<file path="src/rtl/aes_block_loader.sv">
// aes_block_loader
//   Collects a 16-byte plaintext block from a byte stream, hands it to an
//   external encrypt core together with the key, waits a fixed number of
//   cycles for the core, then captures and presents the ciphertext.
//
// Parameters
//   ENC_CYCLES  cycles from the enc_start pulse to CipherText being valid (2..255)
//
// Ports
//   clk         rising-edge clock
//   reset       asynchronous active-high reset
//   in_data     plaintext byte stream
//   in_valid    in_data is valid
//   in_ready    loader accepts a byte this cycle (LOAD only)
//   key_in      encryption key, captured with byte 0 of each block
//   PlainText   assembled block (byte 0 in the top byte)
//   SecretKey   key driven to the encrypt core
//   enc_start   one-cycle pulse on the first cycle after the block completes
//   CipherText  result from the encrypt core
//   out_block   captured ciphertext
//   out_valid   out_block is valid
//   out_ready   downstream accepts out_block
//   busy        high while waiting on the core or presenting the result
module aes_block_loader #(
  parameter int unsigned ENC_CYCLES = 14
) (
  input  logic         clk,
  input  logic         reset,
  input  logic [7:0]   in_data,
  input  logic         in_valid,
  output logic         in_ready,
  input  logic [127:0] key_in,
  output logic [127:0] PlainText,
  output logic [127:0] SecretKey,
  output logic         enc_start,
  input  logic [127:0] CipherText,
  output logic [127:0] out_block,
  output logic         out_valid,
  input  logic         out_ready,
  output logic         busy
);

  localparam logic [7:0] TIMER_LOAD = 8'(ENC_CYCLES);

  typedef enum logic [1:0] {
    LOAD = 2'b00,
    WAIT = 2'b01,
    OUT  = 2'b10
  } state_t;

  state_t      state;
  state_t      stateNext;
  logic [3:0]  byteCnt;
  logic [7:0]  timer;
  logic        readyEn;
  logic        accept;
  logic        lastByte;
  logic [6:0]  wrMsb;

  // Byte k lands at PlainText[127-8k -: 8].
  assign wrMsb = 7'd127 - {byteCnt, 3'b000};

  always_ff @(posedge clk or posedge reset) begin
    if (reset) begin
      state <= LOAD;
    end else begin
      state <= stateNext;
    end
  end

  always_comb begin
    stateNext = state;
    in_ready  = 1'b0;
    out_valid = 1'b0;
    busy      = 1'b0;
    accept    = 1'b0;
    lastByte  = 1'b0;
    case (state)
      LOAD: begin
        in_ready = readyEn;
        accept   = in_valid & readyEn;
        lastByte = accept && (byteCnt == 4'd15);
        if (lastByte) begin
          stateNext = WAIT;
        end
      end
      WAIT: begin
        busy = 1'b1;
        if (timer == 8'd1) begin
          stateNext = OUT;
        end
      end
      OUT: begin
        busy      = 1'b1;
        out_valid = 1'b1;
        if (out_ready) begin
          stateNext = LOAD;
        end
      end
      default: begin
        stateNext = LOAD;
      end
    endcase
  end

  // readyEn holds in_ready low while reset is asserted and lets it rise one
  // cycle after release, even though the state register already reads LOAD.
  always_ff @(posedge clk or posedge reset) begin
    if (reset) begin
      readyEn   <= 1'b0;
      byteCnt   <= '0;
      timer     <= '0;
      PlainText <= '0;
      SecretKey <= '0;
      enc_start <= 1'b0;
      out_block <= '0;
    end else begin
      readyEn   <= 1'b1;
      enc_start <= lastByte;
      if (accept) begin
        PlainText[wrMsb -: 8] <= in_data;
        byteCnt               <= byteCnt + 4'd1;
        if (byteCnt == 4'd0) begin
          SecretKey <= key_in;
        end
      end
      if (lastByte) begin
        timer <= TIMER_LOAD;
      end else if (state == WAIT) begin
        timer <= timer - 8'd1;
      end
      if ((state == WAIT) && (timer == 8'd1)) begin
        out_block <= CipherText;
      end
    end
  end

endmodule

</file>
<file path="config.mk">
export PLATFORM = sky130hd
export DESIGN_NAME = aes_block_loader
export DESIGN_NICKNAME = d
export VERILOG_FILES = /design/src/rtl/aes_block_loader.sv
export SDC_FILE = /design/constraint.sdc
export NUM_CORES = 1
export LEC_CHECK = 0
export BUFFER_PORTS_ARGS = -buffer_cell sky130_fd_sc_hd__buf_2
export CAP_MARGIN = 10
export CORE_AREA = 4 4 253 255
export DETAILED_ROUTE_END_ITERATION = 6
export DIE_AREA = 0 0 257 259
export HOLD_SLACK_MARGIN = 0.1
export PLACE_DENSITY_LB_ADDON = 0.15
export SETUP_SLACK_MARGIN = 0.05
export SKIP_CTS_REPAIR_TIMING = 1
export SYNTH_ARGS = -nofsm -noshare
export SYNTH_HDL_FRONTEND = slang
export SYNTH_SLANG_ARGS = --single-unit
</file>
<file path="constraint.sdc">
create_clock -name clk -period 11.99 [get_ports clk]
set_clock_uncertainty 0.2 [all_clocks]
set_input_delay 1.199 -clock clk [delete_from_list [all_inputs] [get_ports clk]]
set_output_delay 1.199 -clock clk [all_outputs]
set_load 0.02 [all_outputs]
</file>
==> results of run 1 <==
## registers in the layout, summed over array words and instances, names as in the netlist
name,cells
timer,8
byteCnt,4
out_block,128
readyEn,1
SecretKey,128
PlainText,128
state,2
enc_start,1
## power by group through the flow
stage / clock network [µW] / registers, µW / logic (µW)
final: 1490 / 1930 / 1560
after floorplan: 0 / 2370 / 502
after global placement: 0 / 1940 / 1590
after global routing: 1600 / 1990 / 1690
after detailed placement: 0 / 1950 / 1600
after CTS: 1540 / 1940 / 1600
## layout make-up
cell class,count,area (µm²),share of cell area [%]
Sequential cell,400,10010,47.27
Timing Repair Buffer,661,3348,15.81
Inverter,26,101.3,0.4786
Clock buffer,79,1471,6.948
Multi-Input combinational cell,600,5032,23.76
Tap cell,837,1047,4.945
Antenna cell,9,22.52,0.1064
Clock inverter,8,143.9,0.6795
## cell families (layout without fill, tap and decap cells)
logic type / Yosys count / after routing
simple gates: 187 / 187
other cells: 1 / 10
fa+ha+maj: 12 / 12
buf+inv: 71 / 774
flops: 400 / 400
xor+xnor: 8 / 8
compound gates: 69 / 69
mux: 323 / 323
## layer usage
layer  share of wire (%)  up-vias  routed length (µm)  GRT usage, %
met1                  38     5361               20100         17.76
met2                  50      403               26570         26.49
met3                 9.4       85                4979         6.087
met5               0.096        -                  51             0
met4                 2.2        8                1161         4.198
li1                    -     5027                   -             -
## worst max-delay path by stage
stage,to,cells past startpoint
final,SecretKey[84],7
after floorplan,PlainText[0],1
after global placement,SecretKey[116],6
after global routing,SecretKey[10],7
after detailed placement,SecretKey[10],6
after CTS,SecretKey[10],7
## worst reg2reg max path, delay by kind of cell (launching register included)
family / cells / cell delay (ns)
and+or+nand+nor: 2 / 0.59
muxes: 1 / 0.46
DFF: 1 / 0.40
buffers and inverters: 3 / 1.84
adders and majority gates: 1 / 0.25
## metrics by stage
stage               hold slack (ns)  instances
floorplan                    0.2962       1071
global placement             0.2594       2524
CTS                          0.2778       2611
global route                 0.2962       2615
detailed placement           0.2647       2524
finish                       0.2700       2620
## cell usage in the layout, fill, tap and decap left out, types with 2 or more instances in the layout
| master | n |
|---|---|
| and2_1 | 9 |
| and3_1 | 17 |
| buf_12 | 2 |
| buf_2 | 655 |
| buf_4 | 4 |
| bufinv_16 | 4 |
| clkbuf_1 | 19 |
| clkbuf_16 | 51 |
| clkbuf_8 | 9 |
| clkinv_2 | 3 |
| dfrtp_1 | 400 |
| diode_2 | 9 |
| ha_1 | 12 |
| inv_1 | 25 |
| mux2_2 | 308 |
| mux2i_1 | 15 |
| nand2_1 | 117 |
| nand2b_1 | 2 |
| nand3_1 | 8 |
| nand4_1 | 4 |
| nor2_1 | 20 |
| o21ai_0 | 67 |
| xnor2_1 | 6 |
| xor2_1 | 2 |
==> flow_metrics.env, run 1 <==
export IMPL_outcome="finished clean"
export IMPL_power_uw=4983
export IMPL_yosys_area_share_simple_pct=5.337
export IMPL_synth_seq_cells=400
export IMPL_slew_headroom_pct=18.05
export IMPL_die_h_um=259
export IMPL_grt_max_degree=166
export IMPL_port_buffer_count=655
export IMPL_cpPeakStageDelay_ns=0.89
export IMPL_startpoint_type="flop"
export IMPL_syn_nets=1351
export IMPL_drtAntennaViolNets=0
export IMPL_fin_ws_ns=8.131
export IMPL_drc=0
export IMPL_rsz0062_at_grt="no"
export IMPL_synthTopCellsByArea="dfrtp_1 (65%), mux2_2 (22%), nand2_1 (2.8%), o21ai_0 (2.2%), ha_1 (0.97%)"
export IMPL_synth_cell_types=30
export IMPL_drv_cap=0
export IMPL_die_area_um2=66560
export IMPL_place_congestion=0.7977
export IMPL_yosysWarnings=0
export IMPL_hold_depth=2
export IMPL_worst_r2r_endpoint="SecretKey[84]"
export IMPL_switching_power_uw=1756
export IMPL_synthMuxAreaShare_pct=23.46
export IMPL_critical_path_top_delay_family="buffers and inverters"
export IMPL_hp_class="flop to flop"
export IMPL_synth_enable_flop_cells=0
export IMPL_fin_tns_setup_ns=0
export IMPL_maxSlewViolCount=0
export IMPL_min_period_over_period_pct=32.18
export IMPL_synth_ff_type="dfrtp_1"
export IMPL_ios=656
export IMPL_syn2layout_area_growth_pct=37.29
export IMPL_holdCritStartpoint="PlainText[32]"
export IMPL_critPathBufInv=3
export IMPL_crit_start="state[0]"
export IMPL_r2r_start="state[0]"
export IMPL_swShare_pct=35.24
export IMPL_synthXorXnorAreaFrac_pct=0.4543
export IMPL_p_clk_share_pct=29.9
export IMPL_synth_top_family_by_area="multiplexers"
export IMPL_cp_max_fo=89
export IMPL_grt_overflow_total=0
export IMPL_antenna_found_initial=12
export IMPL_syn_inst=1071
export IMPL_row_count=91
export IMPL_design_core_area_um2=61600
export IMPL_synth_avg_cell_area_um2=14.40
export IMPL_hold_path_endpoint="PlainText[32]"
export IMPL_hpwl_mm=39.67
export IMPL_cp_cell_sequence="inv_1, ha_1, and3_1, nand3_4, buf_4, buf_4, mux2_2"
export IMPL_cts_max_level=2
export IMPL_clk_latency_ns=0.56
export IMPL_drtIter0Drc=526
export IMPL_peakVddDrop_mv=0.1381
export IMPL_worstMarginPinSlew_ns=1.229
export IMPL_synth_fa_ha_area_share_pct=0.9734
export IMPL_ys_seq_area_share_pct=64.89
export IMPL_tritoncts="done"
export IMPL_cts_buffers=49
export IMPL_hold_viol_final=0
export IMPL_synth_top_area_share_pct=64.89
export IMPL_critPathCaptureType="flop"
export IMPL_syn_area_um2=15420
export IMPL_ys_top_cells_by_count="dfrtp_1 (400), mux2_2 (308), nand2_1 (117), o21ai_0 (67)"
export IMPL_wl_per_cell_um=20.18
export IMPL_critPathMostFrequentCell="buf_4"
export IMPL_combPwrFrac_pct=31.3
export IMPL_crit_type="flop to flop"
export IMPL_internal_power_uw=3227
export IMPL_fin_crit_ns=3.859
export IMPL_cellLeakagePower_uw=0.01083
export IMPL_cts_root_buf="clkbuf_16"
export IMPL_rr_worst_depth=7
export IMPL_grt_usage_pct=15.34
export IMPL_die_w_um=257
export IMPL_setup_viol=0
export IMPL_yosysTopAreaCell="dfrtp_1"
export IMPL_fmax_mhz=259.1
export IMPL_synth_compound_area_share_pct=2.279
export IMPL_fin_util_pct=34.38
export IMPL_dpl_worst_slack_ns=7.547
export IMPL_drive_above_1_share_pct=58.74
export IMPL_critical_path_slowest_cell="buf_4"
export IMPL_initial_utilization_pct=25.04
export IMPL_routed_wl_mm=52.86
export IMPL_powerDensity_nw_per_um2=235.3
export IMPL_first_global_vias=11660
export IMPL_placed_cell_area_um2=19540
export IMPL_yosysMostFrequentCell="dfrtp_1"
export IMPL_nNetsFinal=2018
export IMPL_drt_pre_antenna_iters=4
export IMPL_cts_sinks=400
export IMPL_clockBufferDepth=3
export IMPL_design_area_um2=21180
export IMPL_crit_required_ns=12.23
export IMPL_vias_per_cell=4.154
export IMPL_grt_pass1_wl_mm=78.36
export IMPL_async_reset_ff_share_pct=100.0
export IMPL_fill_cells=6274
export IMPL_vias=10880
export IMPL_crit_arrival_ns=4.10
export IMPL_power_frac_seq_pct=38.8
export IMPL_reg2reg_setup_slack_ns=8.13
export IMPL_clkTransAtPathRegs_ns=0.06
Note: power is estimated with default switching activity, not from simulation.
==> run 2, diff against run 1 <==
--- a/config.mk
+++ b/config.mk
@@ -7,9 +7,9 @@
 export LEC_CHECK = 0
 export BUFFER_PORTS_ARGS = -buffer_cell sky130_fd_sc_hd__buf_2
 export CAP_MARGIN = 10
-export CORE_AREA = 4 4 253 255
+export CORE_AREA = 4 4 254 256
 export DETAILED_ROUTE_END_ITERATION = 6
-export DIE_AREA = 0 0 257 259
+export DIE_AREA = 0 0 258 260
 export HOLD_SLACK_MARGIN = 0.1
 export PLACE_DENSITY_LB_ADDON = 0.15
 export SETUP_SLACK_MARGIN = 0.05
==> constraint.sdc (replaced) <==
create_clock -name clk -period 3.8 [get_ports clk]
set_clock_uncertainty 0.2 [all_clocks]
set_input_delay 0.38 -clock clk [delete_from_list [all_inputs] [get_ports clk]]
set_output_delay 0.38 -clock clk [all_outputs]
set_load 0.02 [all_outputs]
==> run 2 against run 1 <==
Register-to-register slack worse by 7.3 ns. Sequential cell count stayed put. Worst setup slack worse by 7.3 ns. Final cell count is 11% higher. Critical path type unchanged. Largest cell class unchanged. Largest power group unchanged.
==> flow_metrics.env, run 2 (synthesis gave the netlist of run 1 again) <==
export IMPL_design_core_area_um2=62500
export IMPL_crit_type="flop to flop"
export IMPL_rr_worst_depth=6
export IMPL_drc=0
export IMPL_final_cell_mix="buf_2 (655), dfrtp_1 (400), mux2_2 (308), dlygate4sd3_1 (266), nand2_1 (117)"
export IMPL_routed_wl_mm=54.50
export IMPL_holdCritStartpoint="out_ready"
export IMPL_maxSlewViolCount=0
export IMPL_outcome="finished clean"
export IMPL_syn2layout_area_growth_pct=55.35
export IMPL_cts_max_level=2
export IMPL_cp_cell_sequence="inv_1, ha_1, and3_1, nand3_4, buf_4, mux2_2"
export IMPL_ios=656
export IMPL_peakVddDrop_mv=0.3456
export IMPL_drtIter0Drc=464
export IMPL_cts_buffers=47
export IMPL_cpPeakStageDelay_ns=0.58
export IMPL_drtAntennaViolNets=0
export IMPL_hpwl_mm=40.12
export IMPL_reg_top3="PlainText (128), SecretKey (128), out_block (128)"
export IMPL_drv_cap=0
export IMPL_cp_max_fo=36
export IMPL_holdWs_ns=0.1869
export IMPL_initial_utilization_pct=24.68
export IMPL_r2r_start="state[0]"
export IMPL_die_area_um2=67080
export IMPL_grt_overflow_total=0
export IMPL_worstMarginPinSlew_ns=0.8581
export IMPL_fin_tns_setup_ns=0
export IMPL_hp_class="primary input to flop"
export IMPL_tritoncts="done"
export IMPL_crit_path_end="SecretKey[1]"
export IMPL_first_global_vias=11620
export IMPL_crit_arrival_ns=3.25
export IMPL_wl_per_cell_um=18.81
export IMPL_fin_util_pct=38.34
export IMPL_die_h_um=260
export IMPL_drt_pre_antenna_iters=4
export IMPL_fmax_mhz=333.4
export IMPL_grt_max_degree=129
export IMPL_drive_above_1_share_pct=51.68
export IMPL_startpoint_type="flop"
export IMPL_rsz0062_at_grt="no"
export IMPL_vias_per_cell=4.139
export IMPL_crit_required_ns=4.05
export IMPL_vias=11990
export IMPL_worst_r2r_endpoint="SecretKey[1]"
export IMPL_place_congestion=0.7853
export IMPL_antenna_found_initial=0
export IMPL_slew_headroom_pct=42.67
export IMPL_worst_path_stages=6
export IMPL_cts_sinks=400
export IMPL_hold_viol_final=0
export IMPL_grt_usage_pct=14.97
export IMPL_die_w_um=258
export IMPL_grt_pass1_wl_mm=77.02
export IMPL_clkTransAtPathRegs_ns=0.06
export IMPL_critPathCaptureType="flop"
export IMPL_port_buffer_count=655
export IMPL_cts_root_buf="clkbuf_16"
export IMPL_critPathBufInv=2
export IMPL_row_count=92
export IMPL_nNetsFinal=2296
export IMPL_critical_path_slowest_cell="and3_1"
export IMPL_clk_latency_ns=0.57
export IMPL_clockBufferDepth=3
export IMPL_layout_commonest_cell="buf_2"
export IMPL_diodes=0
export IMPL_min_period_over_period_pct=78.93
export IMPL_cellLeakagePower_uw=0.01202
export IMPL_crit_start="state[0]"
export IMPL_reg2reg_setup_slack_ns=0.80
export IMPL_critical_path_top_delay_family="simple AND/OR/NAND/NOR gates"
export IMPL_powerDensity_nw_per_um2=668.0
export IMPL_fin_crit_ns=2.999
export IMPL_setup_viol=0
run 2: layout make-up:
class	instances	area (µm²)
timing repair buffer	941	6166
sequential	400	10010
inverter	26	101.3
clock buffer	71	1408
fill	6175	38540
tap	846	1059
clock inverter	13	188.9
multi-input combinational	600	5030
run 2: worst min-delay path by stage:
stage,endpoint,slack [ns],cells after the start
floorplan,timer[7],0.30,2
global placement,PlainText[106],0.26,2
detailed placement,PlainText[26],0.27,2
CTS,out_block[121],-0.22,2
global route,state[1],0.25,5
finish,state[0],0.19,5
run 2: where the power goes:
group          internal [µW]  total, µW  switching (µW)
Sequential              5450       6150             696
Combinational           2050       5220            3170
Clock                   2820       4640            1820
run 2: per-layer routing:
layer / wire length [µm] / share of wire, % / track usage (%)
met2: 27080 / 50 / 25.01
met3: 4728 / 8.7 / 6.339
met1: 21570 / 40 / 17.72
met5: 0 / 0 / 0
met4: 1121 / 2.1 / 4.205
run 2: tightest hold or removal path, delay by kind of cell:
| kind | cells | cell delay, ns |
|---|---|---|
| muxes | 1 | 0.17 |
| buffers and inverters | 2 | 0.14 |
| AOI/OAI and AO/OA | 2 | 0.21 |
run 2: per-stage QoR:
stage / setup slack [ns] / instances / power (µW) / cell area [µm²]
global placement: 0.7727 / 2547 / 11230 / 19700
global route: 0.6060 / 2897 / 16920 / 23960
detailed placement: 0.7382 / 2547 / 11300 / 19700
finish: 0.8007 / 2897 / 16010 / 23960
floorplan: -2.166 / 1071 / 9054 / 15430
CTS: 0.7301 / 2631 / 16070 / 21300
